`src/rtl/irig_frame_sequencer_pkg.sv`:
```
// Shared types and constants for the IRIG-B frame sequencer.
// The year field (IRIG_YEAR_EN builds) uses FLD_YEAR and YEAR_MAX from here.
`timescale 1ns/1ps
package irig_frame_sequencer_pkg;

  typedef enum logic [1:0] {
    SYM_ZERO = 2'b00,
    SYM_ONE  = 2'b01,
    SYM_P    = 2'b10,
    SYM_BAD  = 2'b11
  } sym_e;

  typedef enum logic [1:0] {
    ST_HUNT,
    ST_SYNC_P,
    ST_FRAME
  } state_e;

  typedef enum logic [2:0] {
    FLD_SEC,
    FLD_MIN,
    FLD_HOUR,
    FLD_DAY,
    FLD_YEAR,
    FLD_NONE
  } field_e;

  // base is the frame position of weight bit 0 for the lane
  typedef struct packed {
    field_e     field;
    logic [1:0] digit;
    logic [6:0] base;
  } lane_t;

  localparam logic [1:0] DIGIT_NONE = 2'd3;
  localparam logic [5:0] SEC_MAX    = 6'd59;
  localparam logic [5:0] MIN_MAX    = 6'd59;
  localparam logic [4:0] HOUR_MAX   = 5'd23;
  localparam logic [8:0] DAY_MAX    = 9'd366;
  localparam logic [6:0] YEAR_MAX   = 7'd99;

  function automatic logic is_marker(input logic [6:0] pos);
    return (pos == 7'd0) || ((pos % 7'd10) == 7'd9);
  endfunction

endpackage

```
`src/rtl/irig_frame_sequencer_if.sv`:
```
// Symbol input and bcd_decoder link of the IRIG-B frame sequencer.
`timescale 1ns/1ps
interface irig_frame_sequencer_if;
  logic       sym_valid;
  logic [1:0] sym;
  logic [2:0] bcd_bit_idx;
  logic [1:0] bcd_digit_idx;
  logic       bcd_bit;
  logic [8:0] bcd_value;

  modport master (
    output sym_valid, sym, bcd_value,
    input  bcd_bit_idx, bcd_digit_idx, bcd_bit
  );

  modport slave (
    input  sym_valid, sym, bcd_value,
    output bcd_bit_idx, bcd_digit_idx, bcd_bit
  );
endinterface

```
`src/rtl/irig_frame_sequencer_field_map.sv`:
```
// Frame bit position -> field, BCD digit and weight bit.
// Year lanes (bits 50-58) exist only when IRIG_YEAR_EN is defined.
`timescale 1ns/1ps
module irig_frame_sequencer_field_map
  import irig_frame_sequencer_pkg::*;
(
  input  logic [6:0] pos,
  output field_e     field,
  output logic [2:0] bit_idx,
  output logic [1:0] digit_idx
);

  lane_t lane;

  always_comb begin
    lane = '{FLD_NONE, DIGIT_NONE, pos};
    if      (pos inside {[7'd1:7'd4]})   lane = '{FLD_SEC,  2'd0, 7'd1};
    else if (pos inside {[7'd6:7'd8]})   lane = '{FLD_SEC,  2'd1, 7'd6};
    else if (pos inside {[7'd10:7'd13]}) lane = '{FLD_MIN,  2'd0, 7'd10};
    else if (pos inside {[7'd15:7'd17]}) lane = '{FLD_MIN,  2'd1, 7'd15};
    else if (pos inside {[7'd20:7'd23]}) lane = '{FLD_HOUR, 2'd0, 7'd20};
    else if (pos inside {[7'd25:7'd26]}) lane = '{FLD_HOUR, 2'd1, 7'd25};
    else if (pos inside {[7'd30:7'd33]}) lane = '{FLD_DAY,  2'd0, 7'd30};
    else if (pos inside {[7'd35:7'd38]}) lane = '{FLD_DAY,  2'd1, 7'd35};
    else if (pos inside {[7'd40:7'd41]}) lane = '{FLD_DAY,  2'd2, 7'd40};
`ifdef IRIG_YEAR_EN
    else if (pos inside {[7'd50:7'd53]}) lane = '{FLD_YEAR, 2'd0, 7'd50};
    else if (pos inside {[7'd55:7'd58]}) lane = '{FLD_YEAR, 2'd1, 7'd55};
`endif
    field     = lane.field;
    digit_idx = lane.digit;
    bit_idx   = 3'(pos - lane.base);
  end

endmodule

```
`src/rtl/irig_frame_sequencer.sv`:
```
// IRIG-B frame sequencer: finds P,P sync, steers bcd_decoder, publishes time-of-year.
// Define IRIG_YEAR_EN to add the year output and its range check.
`timescale 1ns/1ps
module irig_frame_sequencer
  import irig_frame_sequencer_pkg::*;
#(
  parameter int FRAME_BITS  = 100,
  parameter bit CHECK_RANGE = 1'b1
) (
  input  logic                  clk,
  input  logic                  rst_n,
  irig_frame_sequencer_if.slave bus,
  output logic [5:0]            sec,
  output logic [5:0]            min,
  output logic [4:0]            hour,
  output logic [8:0]            day,
`ifdef IRIG_YEAR_EN
  output logic [6:0]            year,
`endif
  output logic                  time_valid,
  output logic                  frame_err,
  output logic                  locked
);

  state_e     state;
  logic [6:0] cnt;
  logic [5:0] sec_acc, min_acc;
  logic [4:0] hour_acc;
  logic [8:0] day_acc;
  logic       ovf;
  field_e     field;
  logic [2:0] bit_idx;
  logic [1:0] digit_idx;
  logic       is_p, sym_bad, last_bit, start_frame, accumulate, add_ovf, range_ok;
  logic [6:0] sec_sum, min_sum;
  logic [5:0] hour_sum;
  logic [9:0] day_sum;
`ifdef IRIG_YEAR_EN
  logic [6:0] year_acc;
  logic [7:0] year_sum;
`endif

  irig_frame_sequencer_field_map u_field_map (
    .pos       (cnt),
    .field     (field),
    .bit_idx   (bit_idx),
    .digit_idx (digit_idx)
  );

  assign bus.bcd_bit_idx   = bit_idx;
  assign bus.bcd_digit_idx = digit_idx;
  assign bus.bcd_bit       = (state == ST_FRAME) && (bus.sym == SYM_ONE) && (digit_idx != DIGIT_NONE);

  // Accumulators are output-width; a carry out of any add is remembered so an
  // out-of-range field cannot wrap back into range before the frame-end check.
  always_comb begin
    is_p        = (bus.sym == SYM_P);
    sym_bad     = (bus.sym == SYM_BAD) || (is_p != is_marker(cnt));
    last_bit    = (cnt == 7'(FRAME_BITS - 1));
    start_frame = bus.sym_valid && is_p &&
                  ((state == ST_SYNC_P) || ((state == ST_FRAME) && (cnt == 7'd0)));
    accumulate  = bus.sym_valid && (state == ST_FRAME) && !sym_bad && (cnt != 7'd0) && !last_bit;
    sec_sum     = {1'b0, sec_acc}  + {1'b0, bus.bcd_value[5:0]};
    min_sum     = {1'b0, min_acc}  + {1'b0, bus.bcd_value[5:0]};
    hour_sum    = {1'b0, hour_acc} + {1'b0, bus.bcd_value[4:0]};
    day_sum     = {1'b0, day_acc}  + {1'b0, bus.bcd_value};
    add_ovf     = ((field == FLD_SEC)  && sec_sum[6])  || ((field == FLD_MIN) && min_sum[6]) ||
                  ((field == FLD_HOUR) && hour_sum[5]) || ((field == FLD_DAY) && day_sum[9]);
    range_ok    = !ovf && (sec_acc <= SEC_MAX) && (min_acc <= MIN_MAX) && (hour_acc <= HOUR_MAX) &&
                  (day_acc != 9'd0) && (day_acc <= DAY_MAX);
`ifdef IRIG_YEAR_EN
    year_sum    = {1'b0, year_acc} + {1'b0, bus.bcd_value[6:0]};
    add_ovf     = add_ovf || ((field == FLD_YEAR) && year_sum[7]);
    range_ok    = range_ok && (year_acc <= YEAR_MAX);
`endif
    if (!CHECK_RANGE) range_ok = 1'b1;
  end

  // After a good bit 99 the FSM stays in FRAME with the counter at 0, so the
  // next symbol must be the P that starts the following frame.
  always_ff @(posedge clk or negedge rst_n) begin
    if (!rst_n) begin
      state      <= ST_HUNT;
      cnt        <= '0;
      sec_acc    <= '0;
      min_acc    <= '0;
      hour_acc   <= '0;
      day_acc    <= '0;
      ovf        <= 1'b0;
      sec        <= '0;
      min        <= '0;
      hour       <= '0;
      day        <= '0;
`ifdef IRIG_YEAR_EN
      year_acc   <= '0;
      year       <= '0;
`endif
      time_valid <= 1'b0;
      frame_err  <= 1'b0;
      locked     <= 1'b0;
    end else begin
      time_valid <= 1'b0;
      frame_err  <= 1'b0;
      if (bus.sym_valid) begin
        case (state)
          ST_HUNT: if (is_p) state <= ST_SYNC_P;
          ST_SYNC_P: begin
            if (is_p) begin
              state  <= ST_FRAME;
              locked <= 1'b1;
              cnt    <= 7'd1;
            end else begin
              state  <= ST_HUNT;
            end
          end
          ST_FRAME: begin
            if (sym_bad) begin
              frame_err <= 1'b1;
              locked    <= 1'b0;
              cnt       <= '0;
              state     <= is_p ? ST_SYNC_P : ST_HUNT;
            end else if (cnt == 7'd0) begin
              cnt <= 7'd1;
            end else if (last_bit) begin
              cnt <= '0;
              if (range_ok) begin
                sec        <= sec_acc;
                min        <= min_acc;
                hour       <= hour_acc;
                day        <= day_acc;
`ifdef IRIG_YEAR_EN
                year       <= year_acc;
`endif
                time_valid <= 1'b1;
              end else begin
                frame_err <= 1'b1;
                locked    <= 1'b0;
                state     <= ST_SYNC_P;
              end
            end else begin
              cnt <= cnt + 7'd1;
            end
          end
          default: state <= ST_HUNT;
        endcase
      end
      if (start_frame) begin
        sec_acc  <= '0;
        min_acc  <= '0;
        hour_acc <= '0;
        day_acc  <= '0;
`ifdef IRIG_YEAR_EN
        year_acc <= '0;
`endif
        ovf      <= 1'b0;
      end else if (accumulate) begin
        case (field)
          FLD_SEC:  sec_acc  <= sec_sum[5:0];
          FLD_MIN:  min_acc  <= min_sum[5:0];
          FLD_HOUR: hour_acc <= hour_sum[4:0];
          FLD_DAY:  day_acc  <= day_sum[8:0];
`ifdef IRIG_YEAR_EN
          FLD_YEAR: year_acc <= year_sum[6:0];
`endif
          default: ;
        endcase
        ovf <= ovf | add_ovf;
      end
    end
  end

endmodule

```
`src/flat_wrapper.sv`:
```
// flat-port wrapper written by rule: the top's interface ports become plain ports
module irig_frame_sequencer_flat import irig_frame_sequencer_pkg::*;
#(
  parameter int FRAME_BITS  = 100,
  parameter bit CHECK_RANGE = 1'b1
)
  (clk, rst_n, sec, min, hour, day, time_valid, frame_err, locked, bus_sym_valid, bus_sym, bus_bcd_value, bus_bcd_bit_idx, bus_bcd_digit_idx, bus_bcd_bit);
  irig_frame_sequencer_if bus_i ();
  input  logic clk;
  input  logic rst_n;
  output logic [5:0] sec;
  output logic [5:0] min;
  output logic [4:0] hour;
  output logic [8:0] day;
  output logic time_valid;
  output logic frame_err;
  output logic locked;
  input wire logic [$bits(bus_i.sym_valid)-1:0] bus_sym_valid;
  input wire logic [$bits(bus_i.sym)-1:0] bus_sym;
  input wire logic [$bits(bus_i.bcd_value)-1:0] bus_bcd_value;
  output wire logic [$bits(bus_i.bcd_bit_idx)-1:0] bus_bcd_bit_idx;
  output wire logic [$bits(bus_i.bcd_digit_idx)-1:0] bus_bcd_digit_idx;
  output wire logic [$bits(bus_i.bcd_bit)-1:0] bus_bcd_bit;
  assign bus_i.sym_valid = bus_sym_valid;
  assign bus_i.sym = bus_sym;
  assign bus_i.bcd_value = bus_bcd_value;
  assign bus_bcd_bit_idx = bus_i.bcd_bit_idx;
  assign bus_bcd_digit_idx = bus_i.bcd_digit_idx;
  assign bus_bcd_bit = bus_i.bcd_bit;
  irig_frame_sequencer #(.FRAME_BITS(FRAME_BITS), .CHECK_RANGE(CHECK_RANGE)) u_core (.clk(clk), .rst_n(rst_n), .bus(bus_i), .sec(sec), .min(min), .hour(hour), .day(day), .time_valid(time_valid), .frame_err(frame_err), .locked(locked));
endmodule
```
`config.mk`:
```
export PLATFORM = sky130hd
export DESIGN_NAME = irig_frame_sequencer_flat
export DESIGN_NICKNAME = d
export VERILOG_FILES = /design/src/rtl/irig_frame_sequencer_pkg.sv /design/src/rtl/irig_frame_sequencer_if.sv /design/src/rtl/irig_frame_sequencer_field_map.sv /design/src/rtl/irig_frame_sequencer.sv /design/src/flat_wrapper.sv
export SDC_FILE = /design/constraint.sdc
export NUM_CORES = 1
export LEC_CHECK = 0
export CORE_MARGIN = 10
export CORE_UTILIZATION = 58
export CTS_CLUSTER_SIZE = 10
export DETAILED_ROUTE_END_ITERATION = 8
export PLACE_DENSITY_LB_ADDON = 0.08
export SYNTH_ARGS = -nofsm -noshare
export SYNTH_HDL_FRONTEND = slang
export SYNTH_SLANG_ARGS = --single-unit
```
`constraint.sdc`:
```
create_clock -name clk -period 4.8 [get_ports clk]
set_input_delay 0.72 -clock clk [delete_from_list [all_inputs] [get_ports clk]]
set_output_delay 0.72 -clock clk [all_outputs]
set_load 0.02 [all_outputs]
```
## Word level (Yosys, flattened, before mapping)

Cells that the tools add are included.
W data, S select, Z words.

- Bits of input ports: 14
- Output and inout port bits: 35
- Bits in registers: 65
- Logic and storage cells: 172

- Reductions and logical operators: 55
- Divide/modulo/power cells: 1
- Bitwise gates (word level): 3
- Eq/ne operators: 17
- $add $sub $neg: 6
- $lt $le $gt $ge: 22
- Muxes and demuxes: 54

Operators by type and width:

| kind | count |
|---|---|
| $mux W12 | 9 |
| $mux W6 | 6 |
| $mux W7 | 4 |
| $logic_and A1 B1 Y1 | 27 |
| $mux W9 | 3 |
| $ge A7 B5 Y1 const B | 3 |
| $le A7 B5 Y1 const B | 3 |
| $le A7 B6 Y1 const B | 3 |
| $mux W1 | 20 |
| $mux W5 | 3 |
| $add A6 B6 Y7 | 2 |
| $ge A7 B4 Y1 const B | 2 |
| $ge A7 B6 Y1 const B | 2 |
| $le A7 B4 Y1 const B | 2 |
| $pmux W7 S2 | 1 |
| $le A6 B6 Y1 const B | 2 |
| $mux W2 | 6 |
| $reduce_and A6 Y1 | 2 |
| $reduce_bool A2 Y1 | 6 |
| $add A9 B9 Y10 | 1 |
| $le A9 B9 Y1 const B | 1 |
| $reduce_bool A9 Y1 | 1 |
| $reduce_and A2 Y1 | 4 |
| $add A7 B1 Y7 const B | 1 |
| 30 further kinds | 44 |

## Depth between registers and ports, before layout

Gate-level depths: netlist of run 1.

- Word-level depth: 19
- Gate-level depth with buffers: 15
- Gate-level depth less buffers: 13

## Cells and area by module

A second synthesis of run 1 with hierarchy kept.

- Cell total of the unflattened synthesis: 544
- Area total of the unflattened synthesis: 5102.4 µm²

By module, submodules not included:

| module | cells an instance | seq. area each (µm²) | times used | area an instance (µm²) |
|---|---|---|---|---|
| irig_frame_sequencer | 437 | 1626.6 | 1 | 4384.2 |
| irig_frame_sequencer_field_map | 107 | 0.0 | 1 | 718.2 |

## Worst setup path before layout of run 1

OpenSTA, ideal clock, no wires.

- Path type: register -> output
- Start: register u_core.cnt[1]
- End: output bus_bcd_bit_idx[2]
- Path slack: 865 ps
- Data required time: 4080 ps
- Arrival time: 3215 ps
- Cell stages (with the launch flop): 14
- Buffers on the path: 2
- Cell sequence: dfrtp_1 > buf_6 > buf_2 > inv_1 > ha_1 > o21ba_2 > nor4b_1 > o21ai_0 > nor2b_1 > o21ai_0 > o21a_1 > fa_1 > xor2_1 > xnor2_1

- Longest elaborated chain between the ends: 12
- Elaborated cells between the ends (all ways): 37
- Classes of those cells: 1 x add/sub; 18 x order compare; 9 x mux; 9 x reduce/logical

Ends and longest elaborated chain:

| element | RTL line | text |
|---|---|---|
| from (decl) | irig_frame_sequencer.sv:26 | `logic [6:0] cnt;` |
| from (signal assigned) | irig_frame_sequencer.sv:141 | `cnt <= cnt + 7'd1;` |
| $ge A7 B6 Y1 or $le A7 B6 Y1 (tied branches) | irig_frame_sequencer_field_map.sv:25 | `else if (pos inside {[7'd40:7'd41]}) lane = '{FLD_DAY, 2'd2, 7'd40};` |
| $logic_and A1 B1 Y1 | irig_frame_sequencer_field_map.sv:25 |  |
| $mux W12 | irig_frame_sequencer_field_map.sv:25 |  |
| $mux W12 | irig_frame_sequencer_field_map.sv:24 | `else if (pos inside {[7'd35:7'd38]}) lane = '{FLD_DAY, 2'd1, 7'd35};` |
| $mux W12 | irig_frame_sequencer_field_map.sv:23 | `else if (pos inside {[7'd30:7'd33]}) lane = '{FLD_DAY, 2'd0, 7'd30};` |
| $mux W12 | irig_frame_sequencer_field_map.sv:22 | `else if (pos inside {[7'd25:7'd26]}) lane = '{FLD_HOUR, 2'd1, 7'd25};` |
| $mux W12 | irig_frame_sequencer_field_map.sv:21 | `else if (pos inside {[7'd20:7'd23]}) lane = '{FLD_HOUR, 2'd0, 7'd20};` |
| $mux W12 | irig_frame_sequencer_field_map.sv:20 | `else if (pos inside {[7'd15:7'd17]}) lane = '{FLD_MIN, 2'd1, 7'd15};` |
| $mux W12 | irig_frame_sequencer_field_map.sv:19 | `else if (pos inside {[7'd10:7'd13]}) lane = '{FLD_MIN, 2'd0, 7'd10};` |
| $mux W12 | irig_frame_sequencer_field_map.sv:18 | `else if (pos inside {[7'd6:7'd8]}) lane = '{FLD_SEC, 2'd1, 7'd6};` |
| $mux W12 | irig_frame_sequencer_field_map.sv:17 | `if (pos inside {[7'd1:7'd4]}) lane = '{FLD_SEC, 2'd0, 7'd1};` |
| $sub A3 B3 Y3 * | irig_frame_sequencer_field_map.sv:32 | `bit_idx = 3'(pos - lane.base);` |
| to (decl) | flat_wrapper.sv:21 | `output wire logic [$bits(bus_i.bcd_bit_idx)-1:0] bus_bcd_bit_idx;` |

Mark *: on every way between the ends. The rest lies on a longest branch, timed or not.

## Worst setup path in the final report of run 1

- Start: register u_core.cnt[0]
- End: output bus_bcd_bit_idx[1]

Same word-level chain as after synthesis.

==> out/results.tsv, run 1 <==
stage	metric	value	unit
outcome	status	finished clean	
pwr	pwr_density_cell	354	mW/mm2
sta	slew_viol_final	0	
global_route	grt_max_degree	35	
sta	relSlewSlack	36.3	%
logic_synthesis	synth_edf_count	0	
pwr	p_int	1.14	mW
critical_path	reg2regPathDepth	10	
global_route	antenna_found_initial	0	
layout	diodes	0	
critical_path	cp-start-kind	flip-flop	
clocking	cts_resized	0	
clocking	cts_root_buffer	clkbuf_8	
logic_synthesis	ys_warn_count	0	
pwr	swShare	39.9	%
critical_path	crit_arrival	3.73	ns
sta	min_period_over_period	92.8	%
floorplanning	core_area	0.00773	mm2
clocking	cts_tree	yes	
critical_path	path_class	flip-flop to primary output	
placement	io_buffers	48	
route	drc	0	
pwr	p_leak	2.40	nW
logic_synthesis	async_flop_share	100	%
layout	nets	566	
floorplanning	die_w	109	um
placement	dp_hpwl	8.51	mm
sta	fin_skew	0.0156	ns
logic_synthesis	syn_nets	518	
job	cap_violations	0	
floorplanning	rows	32	
critical_path	r2r-start	u_core.cnt[0]$_DFFE_PN0P_	
route	drt-total-wl	11.4	mm
sta	fmax	225	MHz
critical_path	regToRegSetupSlack	0.97	ns
global_route	track_usage	19.7	%
sta	worstMarginPinSlew	0.952	ns
sta	period_minus_slack	4.45	ns
route	wl_per_cell	18.4	um
global_route	grt_pass1_wl	18.7	mm
logic_synthesis	netlist-cell-type-count	71	
min_path	hp-class	primary input to async pin	
route	vias	3760	
route	postRouteAntennaNets	0	
layout	nFillCells	580	
logic_synthesis	ys_ff_latch	65	
layout	area_growth	16.2	%
clocking	ctsHoldBuffers	0	
sta	hold_viol	0	
pwr	power_switching	755	uW
clocking	post-cts-setup-buffers	0	
route	first_pass_iters	5	
pwr	clockPowerShare	24.9	%
clocking	clk_latency	0.34	ns
sta	final-setup-viol-count	0	
logic_synthesis	synth_area	0.00460	mm2
critical_path	crit_required	4.08	ns
floorplanning	start_util	59.5	%
layout	drive_gt1_share	14.1	%
clocking	clkSinkCount	65	
critical_path	critPathMaxFanout	11	
sta	grt_setup_unrepaired	no	
placement	routabilityCongestion	0.879	
clocking	numCtsBuffers	9	
global_route	first_global_vias	3701	
logic_synthesis	synth-main-ff-cell	dfrtp_1	
layout	final_common_cell	dfrtp_1	
clocking	cts.htree.levels	3	
logic_synthesis	synthCells	464	
critical_path	crit_chain	ha_1 > o21ba_2 > o32ai_1 > nand2_1 > o21ai_0 > or3_1 > a211o_1 > nand2_1 > ha_1 > fa_1 > inv_1 > clkdlybuf4s50_1	
clocking	cts_max_path_buffers	2	
route	drt_iter0_markers	169	
pwr	power_frac_seq	34.5	%
pwr	combPwrFrac	40.6	%
global_route	overflow	0	
critical_path	cp_slowest_cell	clkdlybuf4s50_1	
logic_synthesis	ys_seq_area_share	35.4	%
floorplanning	ios	49	
pwr	irDropWorstVdd	0.456	mV
critical_path	timing.rr.end	u_core.sec[0]$_DFFE_PN0P_	
clocking	clkTransAtPathRegs	0.08	ns
sta	finalSetupTns	0	ns
route	via_per_inst	6.07	
critical_path	worst_setup_path_end_kind	primary output	
layout	mostFrequentLayoutCells	dfrtp_1 (64), clkdlybuf4s50_1 (46), a21oi_1 (35), ha_1 (35)	
logic_synthesis	post_synth.cell_area_avg	9.91	um2
sta	worst_hold_slack	0.423	ns
floorplanning	die_h	109	um
critical_path	slowest_delay	0.60	ns
floorplanning	die_area	0.0119	mm2
power groups by stage:
stage	sequential (mW)	clock [mW]	combinational (mW)
final	0.652	0.472	0.769
after global routing	0.659	0.504	0.858
after CTS	0.651	0.484	0.765
after detailed placement	0.662	0	0.761
after global placement	0.660	0	0.750
after floorplan	0.638	0	0.548
area by class of cell:
type	count	area, um2	share of cell area, %
Sequential cell	65	1630	30.5
Clock inverter	6	67.6	1.26
Inverter	17	63.8	1.19
Clock buffer	10	128	2.39
Multi-Input combinational cell	362	2780	52.1
Tap cell	102	128	2.39
Timing Repair Buffer	57	546	10.2
layer usage:
layer	track usage [%]	vias to the layer above	wire length (um)
met4	6.87	0	225
met5	0	-	0
li1	-	1814	-
met3	3.95	22	610
met2	33.2	120	5560
met1	24.7	1804	4980
kinds of logic after synthesis:
kind of cell	synth area share, %
buffers and inverters	4.19
AND/OR/NAND/NOR	16.0
flip-flops	35.4
AO/OA/AOI/OAI	19.5
XOR/XNOR	2.86
multiplexers	10.3
adder cells (fa/ha/maj)	11.7
stage by stage:
stage,total power [mW],setup slack [ns],std cells,cell area (um2),utilization [%]
final,1.89,0.347,619,5340,69.1
after CTS,1.90,0.0741,619,5330,69.0
after floorplan,1.19,0.865,464,4600,-
after global placement,1.41,0.567,603,5140,66.5
after detailed placement,1.42,0.511,603,5140,66.5
after global routing,2.02,0.123,619,5340,69.1
worst max-delay path by stage:
| stage | startpoint | to | slack (ns) | cells after the start |
|---|---|---|---|---|
| finish | u_core.cnt[0]$_DFFE_PN0P_ | bus_bcd_bit_idx[1] | 0.35 | 12 |
| global route | u_core.cnt[0]$_DFFE_PN0P_ | bus_bcd_bit_idx[1] | 0.12 | 12 |
| CTS | u_core.cnt[5]$_DFFE_PN0P_ | bus_bcd_bit_idx[2] | 0.07 | 10 |
| detailed placement | u_core.cnt[5]$_DFFE_PN0P_ | bus_bcd_bit_idx[2] | 0.51 | 10 |
| global placement | u_core.cnt[5]$_DFFE_PN0P_ | bus_bcd_bit_idx[2] | 0.57 | 10 |
| floorplan | u_core.cnt[1]$_DFFE_PN0P_ | bus_bcd_bit_idx[2] | 0.86 | 13 |
synthesized netlist by cell type (3+ instances only):
cell | count | area [um2]
nand3_1 | 18 | 90.1
o21ai_0 | 32 | 160
o21a_1 | 5 | 37.5
a21o_1 | 5 | 37.5
nand4_1 | 3 | 18.8
a22o_1 | 4 | 35.0
fa_1 | 5 | 100
mux2_4 | 21 | 315
nand4b_1 | 3 | 26.3
a211oi_1 | 7 | 52.6
inv_1 | 17 | 63.8
or3b_2 | 3 | 26.3
nand3b_1 | 3 | 22.5
mux2i_1 | 7 | 70.1
nor2_1 | 32 | 120
clkbuf_1 | 10 | 37.5
mux2_2 | 6 | 67.6
nor4_1 | 3 | 18.8
xor2_1 | 3 | 26.3
nor3_1 | 14 | 70.1
and3_1 | 5 | 31.3
o21bai_1 | 3 | 22.5
ha_1 | 35 | 438
a21oi_1 | 35 | 175
or3_1 | 6 | 37.5
xnor2_1 | 12 | 105
nand2b_1 | 6 | 37.5
buf_2 | 5 | 25.0
o2bb2ai_1 | 3 | 26.3
dfrtp_1 | 65 | 1630
o211ai_1 | 5 | 37.5
o22ai_1 | 3 | 18.8
nor2b_1 | 6 | 37.5
nand2_1 | 26 | 97.6
registers in the layout, indices dropped and copies added, names as in the netlist, 2 cells and up:
signal / flops
u_core.sec: 6
u_core.hour_acc: 5
u_core.state: 2
u_core.hour: 5
u_core.min: 6
u_core.day: 9
u_core.day_acc: 9
u_core.sec_acc: 6
u_core.min_acc: 6
u_core.cnt: 7
critical path, delay by kind of cell (launching register included):
family                     cells  cell delay, ns
adders and majority gates      3            0.87
and+or+nand+nor                3            0.61
buffers and inverters          2            0.67
AOI/OAI and AO/OA              4            0.73
DFF                            1            0.51
Power figures use the tool's default switching activity.
==> run 2: changes to the inputs <==
- HOLD_SLACK_MARGIN: default -> 0.15
==> results of run 2 <==
Same layout as run 1: the final DEF is identical, and so are final timing and power.
==> run 3: changes to the inputs <==
- ABC_AREA: default -> 1
==> out/results.tsv, run 3 <==
stage	metric	value	unit	change
outcome	status	finished clean		unchanged
clocking	clkTransAtPathRegs	0.07	ns	was 0.08 ns
logic_synthesis	ys_seq_area_share	35.1	%	was 35.4%
sta	finalSetupTns	0	ns	unchanged
sta	fin_skew	0.0148	ns	was 0.0156 ns
pwr	irDropWorstVdd	0.222	mV	was 0.456 mV
layout	nFillCells	630		was 580
floorplanning	die_w	109	um	about the same
sta	slew_viol_final	0		unchanged
clocking	clk_latency	0.35	ns	was 0.34 ns
logic_synthesis	syn_nets	652		was 518
layout	regArea	0.00163	mm2	unchanged
pwr	pwr_density_cell	388	mW/mm2	was 354 mW/mm2
min_path	hp-class	flip-flop to flip-flop		was primary input to async pin
clocking	cts_max_path_buffers	2		unchanged
clocking	post-cts-setup-buffers	0		unchanged
route	wl_per_cell	16.1	um	was 18.4 um
floorplanning	ios	49		unchanged
clocking	numCtsBuffers	9		unchanged
critical_path	cp-start-kind	flip-flop		unchanged
route	via_per_inst	5.73		was 6.07
critical_path	path_class	flip-flop to primary output		unchanged
sta	fmax	231	MHz	was 225 MHz
logic_synthesis	synth_commonest_cells	nand2_1 (161), nand3_1 (74), dfrtp_1 (65)		was dfrtp_1 (65), a21oi_1 (35), ha_1 (35)
placement	place_area	0.00513	mm2	was 0.00514 mm2
layout	drive_gt1_share	6.94	%	was 14.1%
critical_path	cp-startpoint	u_core.cnt[0]$_DFFE_PN0P_		unchanged
critical_path	crit_arrival	3.62	ns	was 3.73 ns
clocking	cts_resized	0		unchanged
logic_synthesis	netlist-cell-type-count	47		was 71
sta	worstMarginPinSlew	1.07	ns	was 0.952 ns
critical_path	reg2regPathDepth	10		unchanged
sta	period_minus_slack	4.34	ns	was 4.45 ns
route	drt-total-wl	12.1	mm	was 11.4 mm
layout	area_growth	16.6	%	was 16.2%
placement	dp_hpwl	8.98	mm	was 8.51 mm
sta	hold_viol	0		unchanged
layout	mostFrequentLayoutCells	nand2_1 (160), nand3_1 (74), dfrtp_1 (64)		was dfrtp_1 (64), clkdlybuf4s50_1 (46), a21oi_1 (35), ha_1 (35)
job	cap_violations	0		unchanged
placement	io_buffers	48		unchanged
logic_synthesis	synth-main-ff-cell	dfrtp_1		unchanged
global_route	antenna_found_initial	0		unchanged
clocking	ctsHoldBuffers	0		unchanged
logic_synthesis	ys_ff_latch	65		unchanged
global_route	grt_max_degree	47		was 35
critical_path	worst_setup_path_end_kind	primary output		unchanged
route	vias	4300		was 3,760
floorplanning	core_area	0.00773	mm2	unchanged
logic_synthesis	ys_warn_count	0		unchanged
clocking	cts.htree.levels	3		unchanged
route	postRouteAntennaNets	0		unchanged
floorplanning	die_area	0.0120	mm2	was 0.0119 mm2
pwr	p_leak	2.84	nW	was 2.40 nW
layout	layout.cells.non_filler	750		was 619
floorplanning	die_h	109	um	about the same
logic_synthesis	post_synth.cell_area_avg	7.74	um2	was 9.91 um2
global_route	grt_pass1_wl	20.5	mm	was 18.7 mm
min_path	hold_depth	2		
critical_path	crit_required	4.08	ns	about the same
logic_synthesis	synth_edf_count	0		unchanged
floorplanning	rows	32		unchanged
clocking	cts_tree	yes		unchanged
logic_synthesis	synth_top_area_share	35.1	%	was 35.4%
layout	diodes	0		unchanged
logic_synthesis	synth.most_common_cell	nand2_1		was dfrtp_1
placement	routabilityCongestion	0.919		was 0.879
clocking	cts_root_buffer	clkbuf_8		unchanged
critical_path	critPathMaxFanout	10		was 11
logic_synthesis	synthTopCellsByArea	dfrtp_1 (35%), nand2_1 (13%), ha_1 (9.5%)		was dfrtp_1 (35%), ha_1 (9.5%), mux2_4 (6.9%)
layout	design_area	0.00540	mm2	was 0.00534 mm2
sta	relSlewSlack	28.4	%	was 36.3%
sta	min_period_over_period	90.3	%	was 92.8%
layout	nets	697		was 566
clocking	clkSinkCount	65		unchanged
logic_synthesis	synth_area	0.00463	mm2	was 0.00460 mm2
placement	dp_cells	734		was 603
floorplanning	start_util	59.9	%	was 59.5%
global_route	first_global_vias	4261		was 3,701
critical_path	r2r-start	u_core.cnt[5]$_DFFE_PN0P_		was u_core.cnt[0]$_DFFE_PN0P_
global_route	overflow	0		unchanged
sta	grt_setup_unrepaired	no		unchanged
route	drc	0		unchanged
layout	reg_top3	u_core.day (9), u_core.day_acc (9), u_core.cnt (7)		unchanged
layout	final_common_cell	nand2_1		was dfrtp_1
logic_synthesis	async_flop_share	100	%	unchanged
logic_synthesis	synthCells	598		was 464
layout	multi_input_area	0.00264	mm2	was 0.00278 mm2
min_path	worstHoldStart	u_core.sec[5]$_DFFE_PN0P_		
sta	final-setup-viol-count	0		unchanged
logic_synthesis	synth_largest_area_cell	dfrtp_1		unchanged
global_route	track_usage	20.9	%	was 19.7%
route	first_pass_iters	5		unchanged
route	drt_iter0_markers	260		was 169
## run 3: changes by cell type after synthesis, sizes merged, moves of 11 or more
cell	delta
a21oi	-14
nand3	+59
nand2	+141
nand4	+17
mux2	-27
xor2	+14
nor3	-11
inv	+48
## run 3: stage by stage
stage	setup slack (ns)	hold WS, ns	util [%]	power, mW
after floorplan	1.43	0.424	-	1.26
after global placement	0.728	0.455	66.4	1.46
after detailed placement	0.678	0.464	66.4	1.49
after CTS	0.250	0.484	69.7	2.09
after global routing	0.226	0.508	69.8	2.23
final	0.463	0.480	69.8	2.09
## run 3: final cells by class
| class | count | area share, % |
|---|---|---|
| clock buffers | 10 | 2.55 |
| repair buffers | 49 | 9.00 |
| multi-input cells | 451 | 48.9 |
| flip-flops and latches | 65 | 30.2 |
| inverters | 67 | 4.85 |
| clock inverters | 6 | 2.13 |
| well taps | 102 | 2.37 |
## run 3: worst max-delay path, cell delays in order (launching register included)
cell,delay (ns)
dfrtp_1,0.50
clkinv_1,0.35
nor2_1,0.27
inv_1,0.09
nand4_1,0.08
a21o_1,0.16
nand2_1,0.23
o21bai_1,0.24
a21oi_1,0.20
fa_1,0.46
inv_1,0.08
clkdlybuf4s50_1,0.60
## run 3: where the power goes
group          internal (mW)  switching [mW]  total (mW)  leakage (nW)
combinational          0.311           0.475       0.786          1.82
sequential             0.619          0.0958       0.715         0.894
clock                  0.361           0.230       0.591         0.123
total                   1.29           0.801        2.09          2.84
## run 3: path summary, 6_finish.rpt
path / endpoint / slack, ns
setup / recovery: bus_bcd_bit_idx[1] / 0.46
hold / removal: u_core.sec[5]$_DFFE_PN0P_ / 0.48
setup reg to reg: u_core.hour_acc[0]$_DFFE_PN0P_ / 1.64
hold reg to reg: u_core.sec[5]$_DFFE_PN0P_ / 0.48
max in group asynchronous: u_core.hour[2]$_DFFE_PN0P_ / 3.37
min in group asynchronous: u_core.sec[2]$_DFFE_PN0P_ / 0.56
## run 3: cell families after synthesis
group / after synthesis / synth area share (%)
compound gates: 76 / 9.79
flops: 65 / 35.1
buf+inv: 82 / 7.87
simple gates: 314 / 31.6
fa+ha+maj: 40 / 11.6
xor+xnor: 21 / 3.97
## run 3: layer usage
| metal | vias to the layer above | wire [um] | GRT usage, % |
|---|---|---|---|
| met2 | 145 | 6060 | 36.2 |
| li1 | 2093 | - | - |
| met4 | 0 | 239 | 6.97 |
| met3 | 31 | 769 | 4.39 |
| met5 | - | 0 | 0 |
| met1 | 2031 | 5010 | 25.3 |
==> patch: new RTL, flow settings as in run 2 <==
Compare `cnt` against `7'(FRAME_BITS - 1)` with >= in place of ==.
--- a/src/rtl/irig_frame_sequencer.sv
+++ b/src/rtl/irig_frame_sequencer.sv
@@ -57,5 +57,5 @@
     is_p        = (bus.sym == SYM_P);
     sym_bad     = (bus.sym == SYM_BAD) || (is_p != is_marker(cnt));
-    last_bit    = (cnt == 7'(FRAME_BITS - 1));
+    last_bit    = (cnt >= 7'(FRAME_BITS - 1));
     start_frame = bus.sym_valid && is_p &&
                   ((state == ST_SYNC_P) || ((state == ST_FRAME) && (cnt == 7'd0)));
Function: same outputs for any inputs over 4 cycles, from zero or initial values and one cycle with rst_n low; that may be too few to reach the edited logic, so the function may still have changed.
==> patch against run 2 <==
Cell area rose by 0.94%; fmax fell by 0.48%; die area rose by 1.2%; sequential cell count did not move; sequential power fell by 3.1%; clock power rose by 6.1%; synthesized area rose by 1.4%; setup slack got worse by 21 ps; utilization rose by 0.29 points; wire length fell by 2.3%; clock skew fell by 5.9 ps; total power fell by 4.6%; critical path type unchanged; largest power group unchanged; highest routed layer unchanged.
==> patch: results (changes against run 2) <==
Outcome: finished clean
Delay of the slowest critical-path stage: 620 ps (+20 ps)
Net count after synthesis: 513 (-0.97%)
DRT iter0 DRCs: 199 (+18%)
Finished Layout Cells: 610 (-1.5%)
Placed wire-length estimate: 8.07 mm (-5.2%)
Number of cells produced by synthesis: 459 (-1.1%)
Share of Yosys cell area claimed by the top area cell type: 34.9% (-0.49 points)
Area contributors post-synth: sky130_fd_sc_hd__dfrtp_1 (35%), sky130_fd_sc_hd__ha_1 (9.4%), sky130_fd_sc_hd__mux2_4 (6.1%)
Buffers inserted by post-CTS timing repair: 0 (unchanged)
Hold Path Depth: 1
Setup slack of the most critical reg-to-reg path: 1240 ps (+270 ps)
Count of unique library cells instantiated by Yosys: 73 (+2.8%)
Post-DR wirelength/cell: 18.2 um (-0.90%)
Share of synthesized area occupied by flip-flops and latches: 34.9% (-0.49 points)
Share of the synthesized netlist area taken by xor and xnor gates: 3.95% (+1.1 points)
Placed Area: 5180 sq um (+0.80%)
Worst setup path startpoint: u_core.cnt[4]
Diodes inserted: 0 (unchanged)
Vias in the first global route: 3591 (-3.0%)
Tightest Hold Check Type: reg2reg
Overall routing resource usage: 18.8% (-0.92 points)
Worst setup path endpoint: bus_bcd_bit_idx[2]
Commonest cells post-synth: sky130_fd_sc_hd__dfrtp_1 (65), sky130_fd_sc_hd__nor2_1 (43), sky130_fd_sc_hd__ha_1 (35), sky130_fd_sc_hd__nand2_1 (30), sky130_fd_sc_hd__mux2i_1 (27)
Worst hold slack across all endpoints: 512 ps (+89.0 ps)
GPL Wtd Cong: 0.937 (+6.6%)
Leakage power summed over all cells: 0.00249 uW (+3.7%)
Arrival time of data at the critical path endpoint: 3750 ps (+20 ps)
Pin count of the biggest net entering global routing: 46 (+31%)
Number of nets in the layout: 557 (-1.6%)
Number of antenna violations at the first check in global routing: 0 (unchanged)
Actual transition at the worst max-transition pin: 1040 ps (+86.3 ps)
Arithmetic-cell share of the synthesized area counting full adders, half adders and majority gates: 11.5% (-0.16 points)
Multiplexer fraction of the synthesized cell area: 14.9% (+4.6 points)
R2r endpoint: u_core.min[0]
Wire length of the first global-routing pass: 18.3 mm (-2.5%)
Peak fanout along the critical path: 22 (+11)
Number of levels the H-tree was split into: 3 (unchanged)
Fraction of layout cells with a size suffix above 1: 12.2% (-1.9 points)
Post-Route Skew: 9.61 ps (-5.94 ps)
Worst Reg2Reg Path Length in Cells: 7 (-3)
Quantity of gates resized following cts: 0 (unchanged)
Family with the most delay on the worst path: simple AND/OR/NAND/NOR gates
Highest ir drop seen on vdd: 168 uV (-63%)
IO Port Bufs: 48 (unchanged)
Detailed-route vias per instance: 5.96 (-2.0%)
Fraction of registers with async set/reset: 100% (unchanged)
Slowest stage cell, crit path: sky130_fd_sc_hd__clkdlybuf4s50_1
Biggest regs: u_core.day x9, u_core.day_acc x9, u_core.cnt x7
Worst-skew pair later-pin latency: 340 ps (about the same)
Core region area: 7770 sq um (+0.52%)
Area fraction in compound gates after synthesis: 15.3% (-4.2 points)
Number of placed instances with taps included: 594 (-1.5%)
R2R Path Start: u_core.cnt[2]
==> patch: changes by cell type in the layout (fill, tap and decap cells not counted), moves of 4 or more <==
cell / change
sky130_fd_sc_hd__nand2_1: +4
sky130_fd_sc_hd__a31oi_1: +5
sky130_fd_sc_hd__o21ai_0: -18
sky130_fd_sc_hd__o211ai_1: -4
sky130_fd_sc_hd__xor2_1: +4
sky130_fd_sc_hd__a21o_1: +4
sky130_fd_sc_hd__mux2i_1: +20
sky130_fd_sc_hd__or3_1: -5
sky130_fd_sc_hd__nor3_1: -6
sky130_fd_sc_hd__a21oi_1: -10
sky130_fd_sc_hd__nor2_1: +11
sky130_fd_sc_hd__buf_4: -5
sky130_fd_sc_hd__nand3_1: -8
==> patch: routing by layer <==
layer	up-vias	global-route usage, %	wire, um
met5	-	0	0
met4	0	4.65	114
met3	10	4.45	685
met2	104	29.2	5150
met1	1760	26.0	5170
li1	1759	-	-
==> patch: area by class of cell <==
type | instances | area [sq um]
Multi-Input combinational cell | 358 | 2860
Fill cell | 612 | 2370
Sequential cell | 65 | 1630
Timing Repair Buffer | 52 | 505
Clock buffer | 11 | 151
Tap cell | 102 | 128
Inverter | 17 | 63.8
Clock inverter | 5 | 61.3
==> patch: through the flow <==
stage | utilization, % | power, uW | setup slack, ps
2_1_floorplan | - | 1080 | 1260
3_3_place_gp | 66.7 | 1290 | 831
3_5_place_dp | 66.7 | 1310 | 770
4_1_cts | 69.4 | 1820 | 374
5_1_grt | 69.4 | 1920 | 122
6_report | 69.4 | 1810 | 326
==> patch: where the power goes <==
group | switching (uW) | leakage, uW | internal [uW]
sequential | 49.5 | 0.000899 | 583
combinational | 383 | 0.00148 | 290
clock | 229 | 0.000110 | 272
total | 661 | 0.00249 | 1140
